==> src/rtl/minv_mdiv_host.sv <==
// ============================================================================
// Module   : minv_mdiv_host
// Brief    : Initiator sequencer for the MINV_MDIV core: serialises a/p/b,
//            starts the core, waits for ready and drains the 256-bit result.
// Revision : 1.0
// ============================================================================
`default_nettype none

module minv_mdiv_host #(
    parameter int WORD_W    = 32,
    parameter int NUM_WORDS = 8,
    parameter int TIMEOUT   = 16384
) (
    input  logic                        clk,
    input  logic                        rst,
    input  logic                        start,
    input  logic                        mode,
    input  logic [WORD_W*NUM_WORDS-1:0] op_a,
    input  logic [WORD_W*NUM_WORDS-1:0] op_b,
    input  logic [WORD_W*NUM_WORDS-1:0] op_p,
    output logic                        busy,
    output logic                        done,
    output logic                        err,
    output logic [WORD_W*NUM_WORDS-1:0] result,
    output logic [WORD_W-1:0]           datain,
    output logic                        loada,
    output logic                        loadp,
    output logic                        loadb,
    output logic                        minv_mdiv,
    output logic                        minv_mdiv_en,
    output logic                        out_ready,
    input  logic                        minv_mdiv_rdy,
    input  logic [WORD_W-1:0]           result_out
);

    localparam int OP_W  = WORD_W * NUM_WORDS;
    localparam int CNT_W = $clog2(NUM_WORDS);
    localparam int TO_W  = $clog2(TIMEOUT + 1);
    localparam int SEL_W = $clog2(OP_W);

    localparam logic [2:0] S_IDLE     = 3'd0;
    localparam logic [2:0] S_LOAD_A   = 3'd1;
    localparam logic [2:0] S_LOAD_P   = 3'd2;
    localparam logic [2:0] S_LOAD_B   = 3'd3;
    localparam logic [2:0] S_START    = 3'd4;
    localparam logic [2:0] S_WAIT_RDY = 3'd5;
    localparam logic [2:0] S_READ     = 3'd6;
    localparam logic [2:0] S_FIN      = 3'd7;

    logic [2:0]       state_q, state_d;
    logic [CNT_W-1:0] cnt_q, cnt_d;
    logic [TO_W-1:0]  tcnt_q, tcnt_d;
    logic [OP_W-1:0]  a_q, b_q, p_q, result_q;
    logic             mode_q;

    logic             w_accept;
    logic             w_last;
    logic             w_to_hit;
    logic [SEL_W-1:0] w_sel;

    assign w_accept = (state_q == S_IDLE) && start;
    assign w_last   = (cnt_q == CNT_W'(NUM_WORDS - 1));
    assign w_to_hit = (tcnt_q == TO_W'(TIMEOUT - 1));
    assign w_sel    = SEL_W'(cnt_q) * SEL_W'(WORD_W);
    assign result   = result_q;

    always_ff @(posedge clk or negedge rst) begin
        if (!rst) begin
            state_q  <= S_IDLE;
            cnt_q    <= '0;
            tcnt_q   <= '0;
            a_q      <= '0;
            b_q      <= '0;
            p_q      <= '0;
            mode_q   <= 1'b0;
            result_q <= '0;
        end else begin
            state_q <= state_d;
            cnt_q   <= cnt_d;
            tcnt_q  <= tcnt_d;
            if (w_accept) begin
                a_q    <= op_a;
                b_q    <= op_b;
                p_q    <= op_p;
                mode_q <= mode;
            end
            // Capture slot is the word counter, so a stalled cycle writes nothing.
            if ((state_q == S_READ) && minv_mdiv_rdy) begin
                result_q[w_sel +: WORD_W] <= result_out;
            end
        end
    end

    always_comb begin
        state_d = state_q;
        cnt_d   = cnt_q;
        tcnt_d  = tcnt_q;
        case (state_q)
            S_IDLE: begin
                if (start) begin
                    state_d = S_LOAD_A;
                    cnt_d   = '0;
                end
            end
            S_LOAD_A: begin
                cnt_d = cnt_q + CNT_W'(1);
                if (w_last) state_d = S_LOAD_P;
            end
            S_LOAD_P: begin
                cnt_d = cnt_q + CNT_W'(1);
                if (w_last) state_d = S_LOAD_B;
            end
            S_LOAD_B: begin
                cnt_d = cnt_q + CNT_W'(1);
                if (w_last) state_d = S_START;
            end
            S_START: begin
                state_d = S_WAIT_RDY;
                tcnt_d  = '0;
            end
            S_WAIT_RDY: begin
                if (minv_mdiv_rdy) begin
                    state_d = S_READ;
                end else if (w_to_hit) begin
                    state_d = S_IDLE;
                end else if (tcnt_q != TO_W'(TIMEOUT)) begin
                    tcnt_d = tcnt_q + TO_W'(1);
                end
            end
            S_READ: begin
                if (minv_mdiv_rdy) begin
                    cnt_d = cnt_q + CNT_W'(1);
                    if (w_last) state_d = S_FIN;
                end
            end
            S_FIN:   state_d = S_IDLE;
            default: state_d = S_IDLE;
        endcase
    end

    always_comb begin
        loada        = 1'b0;
        loadp        = 1'b0;
        loadb        = 1'b0;
        datain       = '0;
        minv_mdiv_en = 1'b0;
        out_ready    = 1'b0;
        done         = 1'b0;
        err          = 1'b0;
        case (state_q)
            S_LOAD_A: begin
                loada  = 1'b1;
                datain = a_q[w_sel +: WORD_W];
            end
            S_LOAD_P: begin
                loadp  = 1'b1;
                datain = p_q[w_sel +: WORD_W];
            end
            S_LOAD_B: begin
                loadb  = 1'b1;
                datain = b_q[w_sel +: WORD_W];
            end
            S_START:    minv_mdiv_en = 1'b1;
            S_WAIT_RDY: err = !minv_mdiv_rdy && w_to_hit;
            S_READ:     out_ready = 1'b1;
            S_FIN:      done = 1'b1;
            default:    ;
        endcase
        busy      = (state_q != S_IDLE) && (state_q != S_FIN) && !err;
        minv_mdiv = mode_q && (state_q != S_IDLE) && (state_q != S_FIN);
    end

endmodule

`default_nettype wire

==> config.mk <==
export PLATFORM = sky130hd
export DESIGN_NAME = minv_mdiv_host
export DESIGN_NICKNAME = d
export VERILOG_FILES = /design/src/rtl/minv_mdiv_host.sv
export SDC_FILE = /design/constraint.sdc
export NUM_CORES = 1
export LEC_CHECK = 0
export CAP_MARGIN = 10
export CORE_AREA = 2 2 425 427
export CTS_CLUSTER_SIZE = 16
export DETAILED_ROUTE_END_ITERATION = 10
export DIE_AREA = 0 0 427 429
export GPL_TIMING_DRIVEN = 0
export SLEW_MARGIN = 40
export SYNTH_ARGS = -nofsm -noshare
export SYNTH_HDL_FRONTEND = slang
export SYNTH_SLANG_ARGS = --single-unit
==> constraint.sdc <==
create_clock -name clk -period 3 [get_ports clk]
set_input_delay 0.3 -clock clk [delete_from_list [all_inputs] [get_ports clk]]
set_output_delay 0.3 -clock clk [all_outputs]
set_load 0.02 [all_outputs]
Word level (Yosys, flattened, before mapping):

Index checks and enable logic that the tools add are counted.

* eq/ne operators: 21
* multiplexer cells: 25
* add/subtract/negate cells: 3
* shifts and indexed selects: 5
* order comparisons: 0
* div/mod/pow operators: 0
* bitwise logic cells: 0
* reductions and logical operators: 17
* multiply operators: 0

Operator list (count)
* 256-bit by 9-bit variable part select with 32-bit output: 3
* 256-bit bitwise mux: 1
* 32-bit by 10-bit variable shift with 256-bit output, first input constant: 1
* 32-bit by 10-bit variable part select with 256-bit output: 1
* 32-bit case mux with 3 select lines: 1
* 15-bit two-way mux: 3
* 3-bit two-way mux: 10
* 15-bit case mux with 2 select lines: 1
* 3-bit case mux with 8 select lines: 1
* 2-bit inequality test, second input constant: 9
* 15-bit by 1-bit adder with 15-bit output, second input constant: 1
* 15-bit by 14-bit == test with 1-bit output, second input constant: 1
* 3-bit == test, second input constant: 5
* 15-bit inequality test, second input constant: 1
* 8-bit negator with 10-bit output: 1
* 3-bit case mux with 3 select lines: 1
* 1-bit logical AND: 7
* 1-bit two-way mux: 7
* 7-bit AND reduction: 1
* 3-bit by 2-bit == test with 1-bit output, second input constant: 2
* 3-bit inequality test, second input constant: 2
* 3-bit nonzero test: 2
* 4-bit AND reduction: 1
* 3-bit by 1-bit adder with 3-bit output, second input constant: 1
* 6 further kinds: 7

* logic and storage cells: 79
* output and inout bits: 297
* bits in registers: 1046
* memory bits (read-only): 0
* memories: 0
* bits in writable memories: 0
* bits in latches: 0
* bits of input ports: 805

Longest topological paths before layout:

* depth after elaboration: 5
* depth in mapped cells: 12
* gate-level depth less buffers: 8

Worst setup path before layout:

Ideal clock, no wire load.

* path type: flip-flop to flip-flop
* start: register cnt_q[2]
* end: register result_q[162], in the netlist result[162]
* library setup time: 125 ps
* cell stages (with the launch flop): 11
* path slack: 414 ps
* arrival: 2462 ps
* path buffers: 4
* data required time: 2875 ps
* clock period less this slack: 2586 ps
* cells stage by stage: dfrtp_1 > buf_2 > inv_1 > clkbuf_1 > clkbuf_1 > ha_1 > inv_1 > nand3_2 > nor4b_4 > buf_2 > mux2_2

* word-level cells in the longest chain between the ends: 3
* elaborated cells between the ends (all ways): 4
* those cells by class: add/sub (1); shift (2); mux (1)

Ends and longest elaborated chain
* start: declaration: line 51 `logic [CNT_W-1:0] cnt_q, cnt_d;`
* start signal: assignment: line 79 `cnt_q <= cnt_d;`
* 8-bit negator with 10-bit output *: line 89 `result_q[w_sel +: WORD_W] <= result_out;`
* 32-bit by 10-bit variable part select with 256-bit output or 32-bit by 10-bit variable shift with 256-bit output (tied branches): line 89
* 256-bit bitwise mux *: line 89
* end signal: indexed assignment: line 89
* end: declaration: line 53 `logic [OP_W-1:0] a_q, b_q, p_q, result_q;`

Every way passes the cells marked *; elsewhere a longest branch is shown, timed or not.
A chain may end at the register's enable or synchronous reset.

Worst setup path in the final report:

* start: register state_q[0]
* end: output datain[21]

* word-level cells in the longest chain between the ends: 2
* elaborated cells between the ends (all ways): 4
* those cells by class: eq/ne (3); mux (1)

Ends and longest elaborated chain
* start: declaration: line 50 `logic [2:0] state_q, state_d;`
* start signal: assignment: line 78 `state_q <= state_d;`
* 3-bit by 2-bit == test with 1-bit output or 3-bit by 1-bit == test with 1-bit output (tied branches): line 150 `case (state_q)`
* 32-bit case mux with 3 select lines *: line 150
* end: declaration: line 25 `output logic [WORD_W-1:0] datain,`

Marks and branches as above.

==> impl_metrics.tcl <==
set metrics [dict create \
    min_period_over_period_pct 118 \
    stdcell_area_sq_mm 0.0692 \
    synthArstFlopShare_pct 100 \
    final_layout_size_suffix_gt1_share_pct 41.6 \
    rsz0062_at_grt "yes" \
    core_area_sq_mm 0.178 \
    grt_pass1_vias 36323 \
    cts_tree "yes" \
    io_buffers 1100 \
    syn_area_sq_mm 0.0464 \
    mostFrequentLayoutCells "1073 x mux2_2, 1058 x clkdlybuf4s50_1, 1041 x dfrtp_1" \
    switching_share_pct 39.1 \
    worst-path-stages 9 \
    max_stage_delay_ps 480 \
    power.density_mw_per_mm2 1010 \
    worstPathArrival_ps 3230 \
    start_kind "register" \
    reg2reg_depth 10 \
    final_antenna_net_count 0 \
    clk_latency_ps 790 \
    crit_required_ps 2700 \
    p_comb_share_pct 45.2 \
    outcome "finished, violations left" \
    fp.dieH_um 429 \
    clkTransAtPathRegs_ps 60 \
    max_freq_ghz 0.283 \
    syn_avg_cell_area_sq_um 14.0 \
    crit_fanout 10 \
    finalSetupViolCount 35 \
    endpoint "datain[21]" \
    r2r_setup_slack_ps 70 \
    worst_slew_pin_slew_ps 689 \
    synth_cell_types 60 \
    pre_cts_ws_ps -1990 \
    wl_um 231000 \
    synth_cells 3309 \
    min_period_ps 3530 \
    worstReg2RegStart "state_q[0]" \
    yosys_warnings 0 \
    cts_buffers 118 \
    io_pins 1102 \
    endpoint_kind "output port" \
    crit_buf_inv 5 \
    rows 155 \
    cp_top_family "buffers and inverters" \
    vias_per_cell 4.93 \
    cap_violations 0 \
    hold_violations 0 \
    skew_ps 61.7 \
    critical_path.startpoint "state_q[0]" \
    place_congestion 0.895 \
    leakagePower_uw 0.0292 \
    syn_to_final_growth_pct 49.1 \
    path_cells "buf_12 -> buf_16 -> buf_16 -> buf_12 -> mux2i_4 -> a211oi_4 -> nor4_4 -> nor3_4 -> buf_6" \
    first_pass_iters 6 \
    violations "setup timing" \
    grt_max_degree 106 \
    clockBufferDepth 3 \
    num-nets-final 5432 \
    drt_iter0_markers 2328 \
    initial_core_util_pct 26.1 \
    p_seq_share_pct 33.3 \
    power_frac_clock_pct 21.5 \
    reg2reg_to "b_q[157]" \
    cts-root-buf "clkbuf_16" \
    synth_ff_type "dfrtp_1" \
    final_util_pct 38.9 \
    synth_nets 4120 \
    synth-edff-count 0 \
    crit_slowest_cell "a211oi_4" \
    routedWlPerCell_um 32.4 \
    dieArea_sq_mm 0.183 \
    grt_pass1_wl_um 309000 \
    p_int_uw 42500 \
    vias 35206 \
    min_path_type "in2async" \
    critPathKind "reg2out" \
    clock_sinks 1046 \
    die_x_um 427 \
    cts_htree_levels 3 \
    placed_area_sq_mm 0.0609 \
    grt_overflow 0 \
    dp_hpwl_um 181000 \
    antenna_found_initial 101 \
    mostFrequentLayoutCell "mux2_2" \
    ys_ff_latch 1046 \
    power_switching_uw 27300 \
    maxSlewViolCount 0 \
    synth_sequential_area_ratio_pct 56.4 \
    fin_ws_ps -533 \
    peakVddDrop_v 0.000611 \
    timing.slew.headroom_pct 53.9 \
    grtUsageTotal_pct 24.7 \
    drc 0 \
]
-- repair_timing --
action                                  4_1_cts  5_1_grt
hold buffers                                  3        0
gates cloned                                 10        1
pin swaps                                    88       58
hold endpoints to repair                    212        0
endpoints found under the setup margin      351      624
buffers inserted                             52       21
gates resized for setup                     904      163
-- synthesized netlist by cell type, drive strengths merged (2+ instances only) --
library cell	n	area share [%]
a211oi	161	2.6
a21oi	43	0.46
a31oi	2	0.027
a41o	2	0.043
and2	2	0.027
and3	3	0.043
buf	168	2.3
clkbuf	70	0.61
dfrtp	1046	56
ha	6	0.16
inv	9	0.073
mux2	1087	26
mux2i	164	3.5
mux4	32	1.6
nand2	55	0.44
nand2b	5	0.067
nand3	13	0.16
nand4	6	0.081
nand4b	4	0.11
nor2	112	0.93
nor2b	35	0.47
nor3	39	0.44
nor3b	2	0.032
nor4	35	0.49
nor4b	3	0.089
o21ai	176	1.9
o31ai	4	0.065
o41ai	5	0.13
or2	2	0.027
or3	2	0.030
or4	5	0.097
or4b	2	0.043
-- state kept, by name, summed over array words and instances, names as in the netlist --
name / flops
mode_q: 1
cnt_q: 3
a_q: 256
p_q: 256
result: 256
state_q: 3
b_q: 256
tcnt_q: 15
-- stage by stage --
step / instances / hold slack (ps) / power (uW) / TNS, ps
after floorplan: 3309 / 4.41 / 35900 / 0
after global placement: 6764 / 467 / 48700 / -
after detailed placement: 6778 / 188 / 49500 / -260810
after CTS: 7061 / 3.10 / 69300 / -21430
after global routing: 7132 / 38.3 / 72600 / -17330
final: 7140 / 69.7 / 69700 / -14050
-- final cells by class --
type / count / area (sq um)
multi-input cells: 2015 / 20900
inverters: 10 / 46.3
plain buffers: 234 / 2590
clock inverters: 51 / 584
fillers: 17040 / 109000
clock buffers: 170 / 3420
repair buffers: 1196 / 12300
well taps: 2355 / 2950
diodes: 63 / 158
flip-flops and latches: 1046 / 26200
-- per-layer routing --
layer / track usage (%) / share of wire, % / vias to the layer above
li1: - / - / 14839
met1: 26.6 / 35 / 18471
met2: 44.0 / 52 / 1419
met3: 6.03 / 6.6 / 425
met4: 13.8 / 6.0 / 52
met5: 0 / 0.14 / -
-- how the worst min path moves through the flow --
| stage | end | slack [ps] |
|---|---|---|
| after floorplan | a_q[0] | 4 |
| after global placement | result[226] | 470 |
| after detailed placement | result[197] | 190 |
| after CTS | result[138] | 3 |
| after global routing | result[138] | 40 |
| final | result[138] | 70 |
-- kinds of logic (layout without fill, tap and decap cells) --
kind of cell             count (synthesis)  in the layout  synth area share (%)
AO/OA/AOI/OAI                          397            397                  5.34
multiplexers                          1283           1283                  31.5
buffers and inverters                  248           1661                  2.94
other                                    0             63                     0
adder cells (fa/ha/maj)                  6              6                 0.162
AND/OR/NAND/NOR                        329            329                  3.66
flip-flops                            1046           1046                  56.4
-- power by group through the flow --
| stage | clock [uW] | combinational [uW] | sequential (uW) |
|---|---|---|---|
| 5_1_grt | 15900 | 32900 | 23800 |
| 3_5_place_dp | 0 | 26400 | 23100 |
| 2_1_floorplan | 0 | 13900 | 22000 |
| 3_3_place_gp | 0 | 25600 | 23200 |
| 6_report | 15000 | 31500 | 23200 |
| 4_1_cts | 15300 | 30900 | 23100 |
Note: power is estimated with default switching activity, not from simulation.
